[src/rtl/morse_pkg.sv]
// Shared definitions for the Morse symbolizer and the downstream decoder.
// Holds the 2-bit symbol encodings, the symbolizer FSM states, the duration
// counter type and the default timing thresholds (in clock cycles).
package morse_pkg;

  // Symbol encodings carried on sym_data
  typedef enum logic [1:0] {
    SYM_DOT        = 2'b00,
    SYM_DASH       = 2'b01,
    SYM_LETTER_END = 2'b10,
    SYM_WORD_END   = 2'b11
  } sym_e;

  // Symbolizer FSM states
  typedef enum logic [1:0] {
    ST_IDLE  = 2'b00,
    ST_MARK  = 2'b01,
    ST_SPACE = 2'b10
  } state_e;

  localparam int CNT_W = 16;
  typedef logic [CNT_W-1:0] cnt_t;

  localparam int DEF_DEBOUNCE_CYC = 3;
  localparam int DEF_DASH_MIN     = 60;
  localparam int DEF_LETTER_GAP   = 150;
  localparam int DEF_WORD_GAP     = 350;
  localparam int DEF_FIFO_DEPTH   = 4;

endpackage

[src/rtl/morse_sym_fifo.sv]
// Small synchronous FIFO holding pending Morse symbols.
// Ports:
//   clk, rst_n        clock, asynchronous active-low reset
//   push, push_data   write request and data (ignored when full unless popping)
//   pop               read request (ignored when empty)
//   pop_data          head entry, combinational from the storage array
//   full, empty       occupancy flags
// DEPTH must be a power of 2 and at least 2.
module morse_sym_fifo #(
  parameter int DEPTH = 4,
  parameter int WIDTH = 2
) (
  input  logic             clk,
  input  logic             rst_n,
  input  logic             push,
  input  logic [WIDTH-1:0] push_data,
  input  logic             pop,
  output logic [WIDTH-1:0] pop_data,
  output logic             full,
  output logic             empty
);

  localparam int AW = $clog2(DEPTH);

  // Pointers carry one extra wrap bit to tell full from empty.
  logic [AW:0]      wr_ptr_q, wr_ptr_d;
  logic [AW:0]      rd_ptr_q, rd_ptr_d;
  logic [WIDTH-1:0] mem_q [DEPTH];
  logic             do_push;
  logic             do_pop;

  assign empty = (wr_ptr_q == rd_ptr_q);
  assign full  = (wr_ptr_q[AW] != rd_ptr_q[AW]) &&
                 (wr_ptr_q[AW-1:0] == rd_ptr_q[AW-1:0]);

  // A pop frees the head slot this cycle, so a push into a full FIFO is
  // accepted when it coincides with a pop.
  assign do_pop  = pop && !empty;
  assign do_push = push && (!full || do_pop);

  assign pop_data = mem_q[rd_ptr_q[AW-1:0]];

  always_comb begin
    wr_ptr_d = wr_ptr_q;
    rd_ptr_d = rd_ptr_q;
    if (do_push) wr_ptr_d = wr_ptr_q + 1'b1;
    if (do_pop)  rd_ptr_d = rd_ptr_q + 1'b1;
  end

  always_ff @(posedge clk or negedge rst_n) begin
    if (!rst_n) begin
      wr_ptr_q <= '0;
      rd_ptr_q <= '0;
    end else begin
      wr_ptr_q <= wr_ptr_d;
      rd_ptr_q <= rd_ptr_d;
    end
  end

  // Storage is cleared on reset so the head reads as 00 while empty.
  generate
    for (genvar gi = 0; gi < DEPTH; gi++) begin : g_mem
      always_ff @(posedge clk or negedge rst_n) begin
        if (!rst_n) begin
          mem_q[gi] <= '0;
        end else if (do_push && (wr_ptr_q[AW-1:0] == AW'(gi))) begin
          mem_q[gi] <= push_data;
        end
      end
    end
  endgenerate

endmodule

[src/rtl/morse_symbolizer.sv]
// Converts a raw Morse key line into a stream of DOT / DASH / LETTER_END /
// WORD_END symbols with a valid/ready output queue.
// Ports:
//   cpuclock   single clock, rising edge
//   resetn     asynchronous active-low reset
//   morse      raw asynchronous key input, 1 = mark
//   sym_data   head symbol (see morse_pkg encodings)
//   sym_valid  sym_data holds a valid symbol
//   sym_ready  downstream accepts the head symbol
//   overflow   sticky: a symbol was dropped because the queue was full
module morse_symbolizer #(
  parameter int DEBOUNCE_CYC = morse_pkg::DEF_DEBOUNCE_CYC,
  parameter int DASH_MIN     = morse_pkg::DEF_DASH_MIN,
  parameter int LETTER_GAP   = morse_pkg::DEF_LETTER_GAP,
  parameter int WORD_GAP     = morse_pkg::DEF_WORD_GAP,
  parameter int FIFO_DEPTH   = morse_pkg::DEF_FIFO_DEPTH
) (
  input  logic       cpuclock,
  input  logic       resetn,
  input  logic       morse,
  output logic [1:0] sym_data,
  output logic       sym_valid,
  input  logic       sym_ready,
  output logic       overflow
);

  import morse_pkg::*;

  localparam int DB_W = (DEBOUNCE_CYC > 1) ? $clog2(DEBOUNCE_CYC) : 1;

  logic            sync1_q, sync2_q;
  logic            deb_q, deb_d;
  logic [DB_W-1:0] deb_cnt_q, deb_cnt_d;
  logic            deb_rise, deb_fall;
  state_e          state_q, state_d;
  cnt_t            cnt_q, cnt_d;
  logic            overflow_q, overflow_d;
  logic            push;
  logic [1:0]      push_sym;
  logic            pop;
  logic            fifo_full, fifo_empty;

  // Debouncer: the level flips on the edge where sync2 has differed from it
  // for DEBOUNCE_CYC consecutive cycles. The rise/fall strobes are valid in
  // that same cycle so the FSM reacts on the flip edge itself, giving a
  // fixed 2 + DEBOUNCE_CYC latency for both edges.
  always_comb begin
    deb_d     = deb_q;
    deb_cnt_d = '0;
    deb_rise  = 1'b0;
    deb_fall  = 1'b0;
    if (sync2_q != deb_q) begin
      if (deb_cnt_q == DB_W'(DEBOUNCE_CYC - 1)) begin
        deb_d    = sync2_q;
        deb_rise = sync2_q;
        deb_fall = !sync2_q;
      end else begin
        deb_cnt_d = deb_cnt_q + 1'b1;
      end
    end
  end

  // Symbolizer FSM. At most one symbol is pushed per cycle; a rise arriving
  // exactly on a gap threshold still emits that gap symbol.
  always_comb begin
    state_d  = state_q;
    cnt_d    = cnt_q;
    push     = 1'b0;
    push_sym = SYM_DOT;
    unique case (state_q)
      ST_IDLE: begin
        if (deb_rise) begin
          state_d = ST_MARK;
          cnt_d   = cnt_t'(1);
        end
      end
      ST_MARK: begin
        if (deb_fall) begin
          push     = 1'b1;
          push_sym = (cnt_q < cnt_t'(DASH_MIN)) ? SYM_DOT : SYM_DASH;
          state_d  = ST_SPACE;
          cnt_d    = cnt_t'(1);
        end else if (cnt_q != '1) begin
          cnt_d = cnt_q + 1'b1;
        end
      end
      ST_SPACE: begin
        if (cnt_q != '1) cnt_d = cnt_q + 1'b1;
        if (cnt_q == cnt_t'(WORD_GAP)) begin
          push     = 1'b1;
          push_sym = SYM_WORD_END;
          state_d  = ST_IDLE;
          cnt_d    = '0;
        end else if (cnt_q == cnt_t'(LETTER_GAP)) begin
          push     = 1'b1;
          push_sym = SYM_LETTER_END;
        end
        if (deb_rise) begin
          state_d = ST_MARK;
          cnt_d   = cnt_t'(1);
        end
      end
      default: begin
        state_d = ST_IDLE;
        cnt_d   = '0;
      end
    endcase
  end

  assign pop        = sym_valid && sym_ready;
  assign overflow_d = overflow_q || (push && fifo_full && !pop);

  always_ff @(posedge cpuclock or negedge resetn) begin
    if (!resetn) begin
      sync1_q    <= 1'b0;
      sync2_q    <= 1'b0;
      deb_q      <= 1'b0;
      deb_cnt_q  <= '0;
      state_q    <= ST_IDLE;
      cnt_q      <= '0;
      overflow_q <= 1'b0;
    end else begin
      sync1_q    <= morse;
      sync2_q    <= sync1_q;
      deb_q      <= deb_d;
      deb_cnt_q  <= deb_cnt_d;
      state_q    <= state_d;
      cnt_q      <= cnt_d;
      overflow_q <= overflow_d;
    end
  end

  morse_sym_fifo #(
    .DEPTH (FIFO_DEPTH),
    .WIDTH (2)
  ) u_fifo (
    .clk       (cpuclock),
    .rst_n     (resetn),
    .push      (push),
    .push_data (push_sym),
    .pop       (pop),
    .pop_data  (sym_data),
    .full      (fifo_full),
    .empty     (fifo_empty)
  );

  assign sym_valid = !fifo_empty;
  assign overflow  = overflow_q;

endmodule

[config.mk]
export PLATFORM = sky130hd
export DESIGN_NAME = morse_symbolizer
export DESIGN_NICKNAME = d
export VERILOG_FILES = /design/src/rtl/morse_pkg.sv /design/src/rtl/morse_sym_fifo.sv /design/src/rtl/morse_symbolizer.sv
export SDC_FILE = /design/constraint.sdc
export NUM_CORES = 1
export LEC_CHECK = 0
export ABC_AREA = 1
export BUFFER_PORTS_ARGS = -buffer_cell sky130_fd_sc_hd__buf_2
export CAP_MARGIN = 10
export CORE_MARGIN = 2
export CORE_UTILIZATION = 41
export CTS_BUF_LIST = sky130_fd_sc_hd__clkbuf_16
export CTS_CLUSTER_SIZE = 28
export DETAILED_ROUTE_END_ITERATION = 12
export PLACE_DENSITY = 0.6
export SLEW_MARGIN = 20
export SYNTH_ARGS = -nofsm -noshare
export SYNTH_HDL_FRONTEND = slang
export SYNTH_SLANG_ARGS = --single-unit
[constraint.sdc]
create_clock -name cpuclock -period 1.9 [get_ports cpuclock]
set_input_delay 0.095 -clock cpuclock [delete_from_list [all_inputs] [get_ports cpuclock]]
set_output_delay 0.095 -clock cpuclock [all_outputs]
set_load 0.02 [all_outputs]
=== After elaboration in Yosys (flattened, before gate mapping) ===
Index checks and enable logic that the tools add are counted.

* Mux-type cells: 29
* $add $sub $neg: 4
* Eq/ne operators: 16
* Bitwise logic cells: 1
* Reduce and logical (&&, ||, !) cells: 20
* Order comparisons: 2

{| class="wikitable"
|+ Operators by type and width
! operator !! count
|-
| 16-bit 2-to-1 mux || 5
|-
| 16-bit one-hot mux with 3 select lines || 1
|-
| 2-bit 2-to-1 mux || 10
|-
| 16-bit by 1-bit adder with 16-bit output (second input constant) || 1
|-
| 16-bit by 8-bit equality test with 1-bit output (second input constant) || 1
|-
| 16-bit by 9-bit equality test with 1-bit output (second input constant) || 1
|-
| 16-bit by 6-bit less-than comparator with 1-bit output (second input constant) || 1
|-
| 16-bit inequality test (second input constant) || 1
|-
| 1-bit logical AND || 10
|-
| 1-bit 2-to-1 mux || 9
|-
| 2-bit equality test (second input constant) || 4
|-
| 3-bit by 1-bit adder with 3-bit output (second input constant) || 2
|-
| 2-bit one-hot mux with 3 select lines || 1
|-
| 2-bit binary-select mux with 2-bit select || 1
|-
| 2-bit by 1-bit equality test with 1-bit output (second input constant) || 2
|-
| 1-bit zero test || 4
|-
| 2-bit zero test || 2
|-
| 2-bit inequality test (second input constant) || 2
|-
| 2-bit one-hot mux with 2 select lines || 1
|-
| 3-bit equality test || 1
|-
| 3-bit >= comparator (second input constant) || 1
|-
| 3-bit inequality test (second input constant) || 1
|-
| 2-bit NOT with 3-bit output || 1
|-
| 3-bit AND reduction || 1
|-
| other kinds (6) || 8
|}

* Logic and storage cells: 85
* Bits in registers: 38
* Bits of input ports: 4
* Output and inout port bits: 4

=== Longest topological paths before layout ===
* Depth after elaboration: 8
* Depth in mapped cells: 12

=== Modules after synthesis ===
From an unflattened synthesis, not the netlist that was laid out.

* Cell total of the unflattened synthesis: 345
* Area total of the unflattened synthesis: 2508.7 um2

{| class="wikitable"
|+ Modules (own cells, without submodules)
! module !! area an instance (um2) !! instances !! sequential area each (um2) !! cells each
|-
| morse_symbolizer || 1699.1 || 1 || 600.6 || 247
|-
| morse_sym_fifo || 809.5 || 1 || 350.3 || 98
|}

=== Worst setup path before layout ===
OpenSTA, ideal clock, no wires.

* Kind: reg2reg
* From: register state_q[0]
* To: register u_fifo.mem_q[6] in the netlist's numbering
* Period minus slack after synthesis: 1.571 ns
* Stages on the path, launching flop included: 11
* Buffers on the path: 1
* Data required time: 1.782 ns
* Arrival: 1.453 ns
* Slack: 0.329 ns
* Cells stage by stage: dfrtp_1 > inv_1 > ha_1 > nand2_1 > nor2_1 > nand4_1 > nand3_4 > buf_6 > nand3_2 > nand2_1 > nand2_1

* Cells in the longest elaborated chain, start to end: 4

{| class="wikitable"
|+ RTL lines
! item !! line !! RTL
|-
| start, declared || morse_symbolizer.sv:35 || <nowiki>state_e state_q, state_d;</nowiki>
|-
| start signal, assigned || morse_symbolizer.sv:127 || <nowiki>state_q <= state_d;</nowiki>
|-
| 2-bit equality test / 2-bit by 1-bit equality test with 1-bit output (equally long branches) || morse_symbolizer.sv:70 || <nowiki>unique case (state_q)</nowiki>
|-
| 1-bit one-hot mux with 2 select lines || morse_symbolizer.sv:70 ||
|-
| 1-bit logical AND || morse_sym_fifo.sv:39 || <nowiki>assign do_push = push && (!full || do_pop);</nowiki>
|-
| 1-bit logical AND || morse_sym_fifo.sv:66 || <nowiki>end else if (do_push && (wr_ptr_q[AW-1:0] == AW'(gi))) begin</nowiki>
|-
| end signal, assigned by index || morse_sym_fifo.sv:67 || <nowiki>mem_q[gi] <= push_data;</nowiki>
|-
| end, declared || morse_sym_fifo.sv:28 || <nowiki>logic [WIDTH-1:0] mem_q [DEPTH];</nowiki>
|}

Several ways; a longest one is shown, not always the timed one.
A chain may end at the register's enable or synchronous reset.

=== Worst setup path in the final report ===
* From: register state_q[0]
* To: register u_fifo.wr_ptr_q[0]

* Cells in the longest elaborated chain, start to end: 3

{| class="wikitable"
|+ RTL lines
! item !! line !! RTL
|-
| 2-bit equality test / 2-bit by 1-bit equality test with 1-bit output (equally long branches) || morse_symbolizer.sv:70 ||
|-
| 1-bit one-hot mux with 2 select lines * || morse_symbolizer.sv:70 ||
|-
| 1-bit logical AND * || morse_sym_fifo.sv:39 ||
|-
| end signal, assigned || morse_sym_fifo.sv:55 || <nowiki>wr_ptr_q <= wr_ptr_d;</nowiki>
|-
| end, declared || morse_sym_fifo.sv:26 || <nowiki>logic [AW:0] wr_ptr_q, wr_ptr_d;</nowiki>
|}

Every way passes the cells marked *; elsewhere a longest branch is shown, timed or not.

==> impl_metrics.env <==
export IMPL_cp_start_kind="flip-flop"
export IMPL_syn_num_nets=337
export IMPL_rsz0062_at_grt="no"
export IMPL_dp_hpwl_um=3760
export IMPL_slowest_delay_ns=0.41
export IMPL_worst_path_max_fanout=7
export IMPL_relSlewSlack_pct=65.8
export IMPL_skew_ns=0.00736
export IMPL_mostFrequentLayoutCell="nand2_1"
export IMPL_cp_num_buf_inv=1
export IMPL_die_h_um=80.9
export IMPL_num_fill_cells=599
export IMPL_wirelength_um=5170
export IMPL_fin_util_pct=48.8
export IMPL_most_common_layout_cells="93 x nand2_1, 42 x nor2_1, 38 x dfrtp_1, 30 x inv_1, 23 x nand3_1"
export IMPL_min_to="u_fifo.rd_ptr_q[2]$_DFFE_PN0P_"
export IMPL_arrival_ns=1.89
export IMPL_drv_slew=0
export IMPL_status="completed"
export IMPL_setup_viol=0
export IMPL_area_growth_pct=16.9
export IMPL_initial_utilization_pct=41.7
export IMPL_syn_cell_area_um2=2430
export IMPL_via_per_inst=5.00
export IMPL_worstHoldStart="sym_ready"
export IMPL_crit_chain="inv_2 > ha_4 > nand2_1 > nor2_1 > nand4_1 > nand3_4 > nand2_2 > xor2_1"
export IMPL_vias=2107
export IMPL_drtIter0Drc=161
export IMPL_cts_buffers=5
export IMPL_nets=361
export IMPL_synthFlopType="dfrtp_1"
export IMPL_ios=8
export IMPL_drive_gt1_share_pct=14.7
export IMPL_dr_pass1_iters=5
export IMPL_ys_ff_latch=38
export IMPL_post_synth_cell_area_avg_um2=7.53
export IMPL_grt_pass1_vias=1973
export IMPL_min_path_type="in -> reg"
export IMPL_die_w_um=80.9
export IMPL_cts_sinks=38
export IMPL_critPathSlowestCell="dfrtp_1"
export IMPL_worst_pin_slew_ns=0.511
export IMPL_grt_pass1_wl_um=8870
export IMPL_ys_warn_count=0
export IMPL_num_antenna_cells=0
export IMPL_synth_area_leader_cell="dfrtp_1"
export IMPL_port_buffers=7
export IMPL_grt_max_degree=39
export IMPL_clock_latency_ns=0.28
export IMPL_post_drt_wl_per_cell_um=12.3
export IMPL_rows=28
export IMPL_synth_area_top_cells="dfrtp_1 39%, nand2_1 14%, nor2_1 6.5%"
export IMPL_timing_fmax_mhz=579
export IMPL_leakage_nw=1.42
export IMPL_fin_setup_tns_ns=0
export IMPL_cts_buffer_depth=2
export IMPL_timing_rr_end="u_fifo.wr_ptr_q[0]$_DFFE_PN0N_"
export IMPL_tritoncts="built"
export IMPL_ant_nets=0
export IMPL_final_min_clock_period_ns=1.73
export IMPL_hold_path_depth=3
export IMPL_synth_edf_count=0
export IMPL_period_share_pct=91.0
export IMPL_grt_antenna_before_repair=0
export IMPL_irDropWorstVdd_uv=654
export IMPL_syn_inst=322
export IMPL_core_area_um2=5820
export IMPL_place_gp_congestion=0.844
export IMPL_synth_seq_area_share_pct=39.2
export IMPL_finalHoldViolCount=0
export IMPL_synth_top_area_share_pct=39.2
export IMPL_die_area_um2=6550
export IMPL_worstRegToRegCells=8
export IMPL_crit_path_end_kind="flip-flop"
export IMPL_crit_required_ns=2.06
export IMPL_synthArstFlopShare_pct=100
export IMPL_yosysUniqueCellTypes=32
export IMPL_ff2ff_setup_slack_ns=0.17
export IMPL_htree_num_levels=2
export IMPL_rr_startpoint="state_q[0]$_DFFE_PN0P_"
export IMPL_cts_root_buf="clkbuf_16"
export IMPL_crit_type="reg -> reg"
export IMPL_cap_violations=0
export IMPL_clkSlewWorstSetupHoldPaths_ns=0.06
export IMPL_grtUsageTotal_pct=17.4
export IMPL_grt_ovfl_total=0
export IMPL_power_density_nw_per_um2=1120
export IMPL_path_delay_family="simple AND/OR/NAND/NOR gates"
export IMPL_drc=0
layout make-up:
cell class	count	area (um2)	share of cell area, %
sequential	38	951	33.5
timing repair buffer	20	150	5.29
clock inverter	2	33.8	1.19
clock buffer	5	125	4.41
multi-input combinational	246	1350	47.6
tap	75	93.8	3.31
inverter	35	133	4.68
what timing repair did:
item / 4_1_cts / 5_1_grt
endpoints found under the hold margin: 39 / 0
buffers inserted: 0 / 4
hold buffers: 2 / 0
endpoints found under the setup margin: 0 / 11
resized for setup: 0 / 5
routing by layer:
layer	track usage (%)	part of all wire [%]	vias up
met5	0	0	-
met4	4.58	1.1	0
met3	3.89	3.7	7
met2	29.8	49	44
met1	22.1	47	976
li1	-	-	1080
where the power goes:
group          leakage (nW)  internal [mW]  switching, mW
clock                0.0773          0.607          0.307
combinational         0.840          0.443          0.744
sequential            0.504          0.938          0.139
tightest hold or removal path, delay by kind of cell:
family	cells	cell delay [ns]
xor gates and xnor gates	1	0.06
and+or+nand+nor	1	0.09
buffers and inverters	1	0.11
flip-flops by register name, indices dropped and copies added (netlist names):
signal and flops:
overflow 1, deb_cnt_q 2, u_fifo.mem_q 8, u_fifo.wr_ptr_q 3, cnt_q 16, u_fifo.rd_ptr_q 3
sync1_q 1, state_q 2, sync2_q 1, deb_q 1
worst max path at each step:
stage                           startpoint                             end  slack [ns]  cells past startpoint
floorplan           state_q[0]$_DFFE_PN0P_     u_fifo.mem_q[6]$_DFFE_PN0P_        0.33                     10
global placement    state_q[0]$_DFFE_PN0P_  u_fifo.wr_ptr_q[0]$_DFFE_PN0N_        0.16                      8
detailed placement  state_q[1]$_DFFE_PN0P_  u_fifo.wr_ptr_q[0]$_DFFE_PN0N_        0.15                      8
CTS                 state_q[1]$_DFFE_PN0P_  u_fifo.wr_ptr_q[0]$_DFFE_PN0N_        0.14                      8
global route         cnt_q[15]$_DFFE_PN0P_            cnt_q[8]$_DFFE_PN0P_       0.004                     10
finish              state_q[0]$_DFFE_PN0P_  u_fifo.wr_ptr_q[0]$_DFFE_PN0N_        0.17                      8
synthesized netlist by cell type (3+ instances only):
master	n
nand2_1	93
nand4_1	13
nor2_1	42
o21ai_0	14
ha_1	11
nand2_2	5
xnor2_1	6
nor3_1	4
nor2_2	3
inv_2	3
xor2_1	9
dfrtp_1	38
nand3_1	24
inv_1	31
stage by stage:
step / hold WS, ns / area (um2) / worst slack [ns] / power, mW / std cells
3_3_place_gp: 0.0782 / 2590 / 0.163 / 2.18 / 407
5_1_grt: 0.137 / 2840 / 0.00413 / 3.41 / 421
6_report: 0.116 / 2840 / 0.172 / 3.18 / 421
3_5_place_dp: 0.0805 / 2590 / 0.153 / 2.19 / 407
4_1_cts: 0.117 / 2770 / 0.138 / 3.12 / 416
2_1_floorplan: -0.201 / 2430 / 0.329 / 1.90 / 322
cell families (layout without fill, tap and decap cells):
kind of cell | after synthesis | after routing | share of synthesized area [%]
AO/OA/AOI/OAI | 25 | 25 | 5.88
XOR/XNOR | 15 | 15 | 5.42
adder cells (fa/ha/maj) | 11 | 11 | 5.67
buffers and inverters | 39 | 62 | 6.81
flip-flops | 38 | 38 | 39.2
AND/OR/NAND/NOR | 194 | 195 | 37.0
Note: power is estimated with default switching activity, not from simulation.
